<file path="config.mk">
export PLATFORM = sky130hd
export DESIGN_NAME = pipe_spawn_scheduler
export DESIGN_NICKNAME = d
export VERILOG_FILES = /design/src/rtl/pipe_game_pkg.sv /design/src/rtl/pipe_lfsr10.sv /design/src/rtl/pipe_spawn_scheduler.sv
export SDC_FILE = /design/constraint.sdc
export NUM_CORES = 1
export LEC_CHECK = 0
export CAP_MARGIN = 20
export CELL_PAD_IN_SITES_DETAIL_PLACEMENT = 0
export CELL_PAD_IN_SITES_GLOBAL_PLACEMENT = 1
export CORE_MARGIN = 2
export CORE_UTILIZATION = 35
export CTS_CLUSTER_DIAMETER = 200
export DETAILED_ROUTE_END_ITERATION = 16
export PLACE_DENSITY = 0.74
export SLEW_MARGIN = 20
export SYNTH_ARGS = -nofsm -noshare
export SYNTH_HDL_FRONTEND = slang
export SYNTH_HIERARCHICAL = 1
export SYNTH_SLANG_ARGS = --single-unit
</file>
<file path="constraint.sdc">
create_clock -name animationCLOCK -period 3.65 [get_ports animationCLOCK]
set_clock_uncertainty 0.1 [all_clocks]
set_input_delay 0.73 -clock animationCLOCK [delete_from_list [all_inputs] [get_ports animationCLOCK]]
set_output_delay 0.73 -clock animationCLOCK [all_outputs]
set_load 0.01 [all_outputs]
</file>
<file path="src/rtl/pipe_game_pkg.sv">
// rtl/pipe_game_pkg.sv - shared pipe game types, state encoding and default parameters
package pipe_game_pkg;

    typedef enum logic [1:0] {
        ST_IDLE  = 2'd0,
        ST_WAIT  = 2'd1,
        ST_PICK  = 2'd2,
        ST_ISSUE = 2'd3
    } spawn_state_t;

    localparam int         NUM_SLOTS         = 3;
    localparam logic [9:0] SCREEN_CENTER_Y   = 10'd240;

    localparam int         DEF_BASE_INTERVAL = 120;
    localparam int         DEF_MIN_INTERVAL  = 40;
    localparam int         DEF_INTERVAL_STEP = 4;
    localparam int         DEF_Y_OFFSET      = 112;
    localparam logic [9:0] DEF_LFSR_SEED     = 10'h2A5;

endpackage

</file>
<file path="src/rtl/pipe_lfsr10.sv">
// rtl/pipe_lfsr10.sv - 10-bit Fibonacci LFSR, polynomial x^10+x^7+1
module pipe_lfsr10 (
    input  logic       clk,
    input  logic       rst_n,
    input  logic [9:0] seed,
    input  logic       enable,
    output logic [9:0] lfsr
);

    // A non-zero seed keeps the register out of the all-zero lock-up state.
    always_ff @(posedge clk or negedge rst_n) begin
        if (!rst_n) begin
            lfsr <= seed;
        end else if (enable) begin
            lfsr <= {lfsr[8:0], lfsr[9] ^ lfsr[6]};
        end
    end

endmodule

</file>
<file path="src/rtl/pipe_spawn_scheduler.sv">
// rtl/pipe_spawn_scheduler.sv - round-robin pipe spawn scheduler; PIPE_SPAWN_RANDOM_EN enables random gap Y
module pipe_spawn_scheduler
    import pipe_game_pkg::*;
#(
    parameter int         BASE_INTERVAL = DEF_BASE_INTERVAL,
    parameter int         MIN_INTERVAL  = DEF_MIN_INTERVAL,
    parameter int         INTERVAL_STEP = DEF_INTERVAL_STEP,
    parameter int         Y_OFFSET      = DEF_Y_OFFSET,
    parameter logic [9:0] LFSR_SEED     = DEF_LFSR_SEED
) (
    input  logic       animationCLOCK,
    input  logic       resetN,
    input  logic       gameRunning,
    input  logic [9:0] score,
    input  logic [2:0] slotBusy,
    input  logic       endOfMapPipe,
    output logic [2:0] spawnReq,
    output logic [9:0] spawnY,
    output logic [9:0] spawnScore,
    output logic [9:0] spawnCount,
    output logic [9:0] pipesPassed
);

    spawn_state_t state, state_nx;
    logic [15:0]  counter;
    logic [15:0]  step_product;
    logic [15:0]  interval;
    logic [1:0]   last_slot;
    logic [1:0]   chosen;
    logic         pick_ok;
    logic [1:0]   pick_slot;
    logic [9:0]   gap_y;
    int           cand;

    assign step_product = 16'(score) * 16'(INTERVAL_STEP);
    assign interval     = (step_product >= 16'(BASE_INTERVAL - MIN_INTERVAL))
                        ? 16'(MIN_INTERVAL)
                        : 16'(BASE_INTERVAL) - step_product;

`ifdef PIPE_SPAWN_RANDOM_EN
    logic [9:0] lfsr_q;

    pipe_lfsr10 u_lfsr (
        .clk    (animationCLOCK),
        .rst_n  (resetN),
        .seed   (LFSR_SEED),
        .enable (1'b1),
        .lfsr   (lfsr_q)
    );

    assign gap_y = 10'(Y_OFFSET) + (lfsr_q & 10'h0FF);
`else
    assign gap_y = SCREEN_CENTER_Y;
`endif

    // Search starts one past the last served slot, so every slot gets a turn.
    always_comb begin
        pick_ok   = 1'b0;
        pick_slot = last_slot;
        cand      = 0;
        for (int k = 1; k <= NUM_SLOTS; k++) begin
            cand = (int'(last_slot) + k) % NUM_SLOTS;
            if (!pick_ok && !slotBusy[cand]) begin
                pick_ok   = 1'b1;
                pick_slot = 2'(cand);
            end
        end
    end

    always_ff @(posedge animationCLOCK or negedge resetN) begin
        if (!resetN) begin
            state <= ST_IDLE;
        end else begin
            state <= state_nx;
        end
    end

    always_comb begin
        state_nx = state;
        if (!gameRunning) begin
            state_nx = ST_IDLE;
        end else begin
            case (state)
                ST_IDLE:  state_nx = ST_WAIT;
                ST_WAIT:  if (counter == 16'd0) state_nx = ST_PICK;
                ST_PICK:  if (pick_ok) state_nx = ST_ISSUE;
                ST_ISSUE: state_nx = ST_WAIT;
                default:  state_nx = ST_IDLE;
            endcase
        end
    end

    always_comb begin
        spawnReq = 3'b000;
        if (state == ST_ISSUE) begin
            spawnReq = 3'b001 << chosen;
        end
    end

    always_ff @(posedge animationCLOCK or negedge resetN) begin
        if (!resetN) begin
            counter     <= 16'd0;
            last_slot   <= 2'd2;
            chosen      <= 2'd0;
            spawnY      <= 10'd0;
            spawnScore  <= 10'd0;
            spawnCount  <= 10'd0;
            pipesPassed <= 10'd0;
        end else if (state == ST_IDLE) begin
            if (gameRunning) begin
                counter     <= interval;
                spawnCount  <= 10'd0;
                pipesPassed <= endOfMapPipe ? 10'd1 : 10'd0;
            end
        end else begin
            if (endOfMapPipe && pipesPassed != 10'h3FF) begin
                pipesPassed <= pipesPassed + 10'd1;
            end
            // Dropping gameRunning aborts the cycle: no count, no slot rotation.
            if (gameRunning) begin
                case (state)
                    ST_WAIT: begin
                        if (counter != 16'd0) counter <= counter - 16'd1;
                    end
                    ST_PICK: begin
                        if (pick_ok) begin
                            chosen     <= pick_slot;
                            spawnY     <= gap_y;
                            spawnScore <= score;
                        end
                    end
                    ST_ISSUE: begin
                        spawnCount <= spawnCount + 10'd1;
                        last_slot  <= chosen;
                        counter    <= interval;
                    end
                    default: ;
                endcase
            end
        end
    end

endmodule

</file>
# Word level (Yosys, flattened, before mapping)
# Cells that the tools add are included.
[word_totals]
reg_bits = 53
input_bits = 17
output_inout_bits = 43
[op_classes]
add_sub_neg = 7
div_mod_pow = 3
n_lt_le_gt_ge = 4
n_eq_ne = 8
n_shift = 1
n_mux = 34
n_bitwise = 1
reduce_logical = 19
[op_table]
columns = ["op", "n"]
rows = [
  ["< comparator 32 x 4 -> 1 bit (second input constant)", 3],
  ["remainder unit 32 x 3 -> 32 bit (second input constant)", 3],
  ["2-to-1 mux 16 bit", 5],
  ["2-to-1 mux 10 bit", 7],
  ["one-hot mux 16 bit (2 select lines)", 1],
  ["adder 10 x 1 -> 10 bit (second input constant)", 2],
  ["zero test 16 bit", 1],
  ["nonzero test 16 bit", 1],
  ["subtractor 16 x 1 -> 16 bit (second input constant)", 1],
  ["subtractor 7 x 12 -> 13 bit (first input constant)", 1],
  [">= comparator 12 x 7 -> 1 bit (second input constant)", 1],
  ["2-to-1 mux 2 bit", 6],
  ["2-to-1 mux 1 bit", 10],
  ["inequality test 10 bit (second input constant)", 1],
  ["inequality test 3 bit (second input constant)", 3],
  ["adder 2 x 2 -> 3 bit (second input constant)", 2],
  ["binary-select mux 1 bit (select 2 bit)", 3],
  ["one-hot mux 2 bit (3 select lines)", 1],
  ["AND reduction 2 bit", 3],
  ["AND reduction 3 bit", 2],
  ["equality test 2 bit (second input constant)", 2],
  ["AND reduction 4 bit", 1],
  ["nonzero test 2 bit", 2],
  ["adder 2 x 1 -> 3 bit (second input constant)", 1],
  ["10 further kinds", 14],
]

# Logic depth before layout (Yosys ltp)
[depth]
depth_word = 14
mapped_depth = 8
ltp_nobuf = 7

# Worst setup path before layout
# OpenSTA, ideal clock, no wires.
[synth_path]
path_type = "register to register"
start = "register last_slot[1]"
end = "register spawnScore[2]"
setup_time_ps = 125
arrival_time_ps = 2042
required_ps = 3425
slack_ps = 1383
path_stages_with_launch = 8
path_buffers = 1
period_less_slack_ps = 2267
path_cell_list = "dfstp_2 > inv_1 > ha_1 > mux2_2 > o21a_1 > a21boi_1 > buf_2 > mux2_2"
[synth_between]
elab_chain_cells = 12
[synth_rtl]
columns = ["item", "line_no", "text"]
rows = [
  ["start: declaration", "pipe_spawn_scheduler.sv:28", "logic [1:0] last_slot;"],
  ["start signal: assignment", "pipe_spawn_scheduler.sv:134", "last_slot <= chosen;"],
  ["adder 2 x 2 -> 3 bit", "pipe_spawn_scheduler.sv:62", "cand = (int'(last_slot) + k) % NUM_SLOTS;"],
  ["remainder unit 32 x 3 -> 32 bit", "pipe_spawn_scheduler.sv:62", ""],
  ["binary-select mux 1 bit (select 2 bit)", "pipe_spawn_scheduler.sv:63", "if (!pick_ok && !slotBusy[cand]) begin"],
  ["2-to-1 mux 1 bit (implied by the code) (2 in a row)", "pipe_spawn_scheduler.sv:63", ""],
  ["zero test 1 bit", "pipe_spawn_scheduler.sv:63", ""],
  ["logical AND 1 bit", "pipe_spawn_scheduler.sv:63", ""],
  ["2-to-1 mux 1 bit", "pipe_spawn_scheduler.sv:63", ""],
  ["zero test 1 bit", "pipe_spawn_scheduler.sv:63", ""],
  ["logical AND 1 bit", "pipe_spawn_scheduler.sv:63", ""],
  ["2-to-1 mux 1 bit (*)", "pipe_spawn_scheduler.sv:63", ""],
  ["AND reduction 4 bit (no line) (*)", "n/a", ""],
  ["end signal: assignment", "pipe_spawn_scheduler.sv:129", "spawnScore <= score;"],
  ["end: declaration", "pipe_spawn_scheduler.sv:19", "output logic [9:0] spawnScore,"],
]
# Mark *: on every way between the ends. The rest lies on a longest branch, timed or not. The select of a mux whose other input is x is not followed.
# A chain may end at the register's enable or synchronous reset.

# Final worst setup path
[layout_path]
start = "register state[0]"
end = "output port spawnReq[2]"
[layout_between]
elab_chain_cells = 2
[layout_rtl]
columns = ["item", "line_no", "text"]
rows = [
  ["start: declaration", "pipe_spawn_scheduler.sv:24", "spawn_state_t state, state_nx;"],
  ["start signal: assignment", "pipe_spawn_scheduler.sv:74", "state <= state_nx;"],
  ["equality test 2 bit", "pipe_spawn_scheduler.sv:95", "if (state == ST_ISSUE) begin"],
  ["2-to-1 mux 3 bit", "pipe_spawn_scheduler.sv:95", ""],
  ["end: declaration", "pipe_spawn_scheduler.sv:17", "output logic [2:0] spawnReq,"],
]
# Every way passes these cells.

==> qor.csv <==
stage;metric;value;unit
sta;setup_tns;0;ns
sta;setup_violations;0;
sta;fmax;0.394;GHz
run;max_cap_violations;0;
finish;fin_nets;410;
clock_network;cts_buffer_depth;2;
yosys;synth_area;0.00307;mm2
sta;hold_ws;0.385;ns
global_routing;grt_max_degree;43;
yosys;postSynthCellCount;327;
finish;drive_above_1_share;8.92;%
floorplan;die_area;0.00953;mm2
global_routing;grt_first_pass_wirelength;11100;um
sta;worst_pin_slew;0.952;ns
finish;antennaDiodeCount;0;
setup_path;critPathCaptureType;output port;
setup_path;crit_buf_inv;1;
finish;final_cell_mix;dfrtp_1 (52), clkdlybuf4s50_1 (52), nor2_1 (38);
setup_path;crit_chain;ha_1 > and3_1 > clkdlybuf4s50_1;
clock_network;hold_buffers;0;
floorplan;pin_count;60;
yosys;synthArstFlopShare;100;%
floorplan;start_util;35.7;%
drt;wirelength;6550;um
yosys;synth.area.mux_share;5.87;%
setup_path;slowest_stage;clkdlybuf4s50_1;
clock_network;clk_pin_slew_worst_paths;0.09;ns
floorplan;coreArea;0.00859;mm2
power;p_leak;1.63;nW
place;pre_cts_ws;0.839;ns
floorplan;row_count;34;
clock_network;clock-root-buffer;clkbuf_8;
yosys;yosysSeqAreaShare;43.3;%
global_routing;gr-total-overflow;0;
yosys;yosys_warnings;6;
global_routing;grt_pass1_vias;2351;
place;dp_hpwl;4800;um
drt;dr.pass1.iters;4;
place;gp_congestion;0.783;
yosys;synth_top_family_by_area;simple AND/OR/NAND/NOR gates;
drt;drtIter0Drc;98;
outcome;status;completed;
power;power.density;626;mW/mm2
clock_network;postCtsSetupBuffers;0;
sta;relSlewSlack;36.5;%
yosys;yosys.area_share.xor_xnor;4.00;%
yosys;ys_seq_elements;53;
sta;min_period;2.54;ns
yosys;ys_types;54;
global_routing;grt_usage;13.8;%
clock_network;clk_latency;0.30;ns
setup_path;critPathLaunchType;flip-flop;
clock_network;htree_levels;2;
yosys;synth-edff-count;0;
floorplan;dieWidth;97.6;um
setup_path;worstPathMaxFanout;6;
setup_path;cp.required;2.82;ns
sta;layout_setup_ws;1.11;ns
drt;routed_via_density;5.15;
clock_network;cts_tree;built;
clock_network;postCtsResizedCells;0;
yosys;postSynthAreaPerCell;9.38;um2
drt;dr_total_vias;2518;
floorplan;die_h;97.6;um
clock_network;clock-sinks;53;
sta;finalCritPeriodShare;69.5;%
yosys;yosys_most_used_dff;dfrtp_1;
setup_path;cp_slowest_stage_delay;0.53;ns
setup_path;cp_top_family;buffers and inverters;
power;vdd_drop_max;0.000297;V
drt;wl_per_cell;13.4;um
clock_network;numCtsBuffers;5;
finish;area_growth;23.2;%
sta;drv_slew;0;
setup_path;crit_arrival;1.71;ns
drt;final_antenna_net_count;0;
worst_hold_path;hp-class;flip-flop to flip-flop;
drt;drc;0;
global_routing;antenna_found_initial;0;
yosys;synthAdderAreaFrac;5.30;%
sta;hold_viol;0;
setup_path;setup.worst_path.class;flip-flop to output port;
yosys;synth-compound-area-share;15.0;%
place;port_buffers;53;
sta;rsz0062_at_grt;false;
yosys;synth_simple_gate_area_share;20.9;%
setup_path;r2r_slack;1.18;ns
[power by group]
| group | switching, mW | total (mW) | internal (mW) | leakage (nW) |
|---|---|---|---|---|
| clock | 0.194 | 0.400 | 0.206 | 0.0554 |
| sequential | 0.129 | 0.872 | 0.743 | 0.696 |
| combinational | 0.574 | 1.09 | 0.521 | 0.881 |
| total | 0.897 | 2.37 | 1.47 | 1.63 |
[synth_stat cells, types with 4 or more instances]
| cell type | instances | area share (%) |
|---|---|---|
| nand3_1 | 10 | 1.6 |
| ha_1 | 13 | 5.3 |
| nand2b_1 | 4 | 0.82 |
| a31oi_1 | 6 | 1.2 |
| or2_2 | 5 | 1.0 |
| o21ai_0 | 16 | 2.6 |
| a21oi_1 | 15 | 2.4 |
| a32oi_1 | 4 | 1.1 |
| nor2_1 | 38 | 4.6 |
| dfrtp_1 | 52 | 42 |
| or3_1 | 6 | 1.2 |
| and3_1 | 9 | 1.8 |
| inv_1 | 17 | 2.1 |
| nand2_1 | 22 | 2.7 |
| mux2_2 | 11 | 4.0 |
| o21ai_1 | 15 | 2.4 |
| buf_4 | 9 | 2.2 |
| xor2_1 | 8 | 2.3 |
| nor3_1 | 8 | 1.3 |
| o22ai_1 | 4 | 0.82 |
| xnor2_1 | 6 | 1.7 |
| nand4_1 | 5 | 1.0 |
[final timing paths]
path	start	endpoint	depth (start not counted)
setup reg to reg	counter[0]$_DFFE_PN0P_	counter[3]$_DFFE_PN0P_	7
hold reg to reg	counter[14]$_DFFE_PN0P_	counter[14]$_DFFE_PN0P_	1
setup / recovery	state[0]$_DFFE_PN0P_	spawnReq[2]	3
max in group asynchronous	resetN	counter[4]$_DFFE_PN0P_	2
hold / removal	counter[14]$_DFFE_PN0P_	counter[14]$_DFFE_PN0P_	1
min in group asynchronous	resetN	pipesPassed[8]$_DFFE_PN0P_	1
[layer usage]
metal | share of wire, % | vias up | global-route usage, %
met5 | 0 | - | 0
met4 | 0.69 | 0 | 3.53
met3 | 4.1 | 4 | 2.37
met2 | 46 | 67 | 22.1
met1 | 49 | 1195 | 19.3
li1 | - | 1252 | -
[metrics by stage]
stage / power (mW) / cells / util [%] / area [um2]
4_1_cts: 2.40 / 489 / 44.0 / 3780
2_1_floorplan: 1.60 / 332 / - / 3090
3_5_place_dp: 1.99 / 481 / 42.7 / 3670
5_1_grt: 2.57 / 489 / 44.0 / 3780
3_3_place_gp: 1.98 / 481 / 42.7 / 3670
6_report: 2.37 / 489 / 44.0 / 3780
[area by class of cell]
cell class                      count  area [um2]
Fill cell                         844        4810
Multi-Input combinational cell    246        1590
Sequential cell                    53        1330
Timing Repair Buffer               56         548
Tap cell                          108         135
Clock buffer                        6        72.6
Inverter                           18        67.6
Clock inverter                      2        38.8
[cells by family (layout without fill, tap and decap cells)]
kind of cell	Yosys count	after routing
flops	53	53
compound gates	76	76
simple gates	121	121
xor+xnor	14	14
other cells	1	6
buf+inv	33	82
fa+ha+maj	13	13
mux	16	16
[sequential cells by signal, indices dropped and copies added (netlist names)]
signal and cells:
chosen 2, pipesPassed 10, state 2, last_slot 2
spawnY 1, spawnCount 10, counter 16, spawnScore 10
Note: power is estimated with default switching activity, not from simulation.
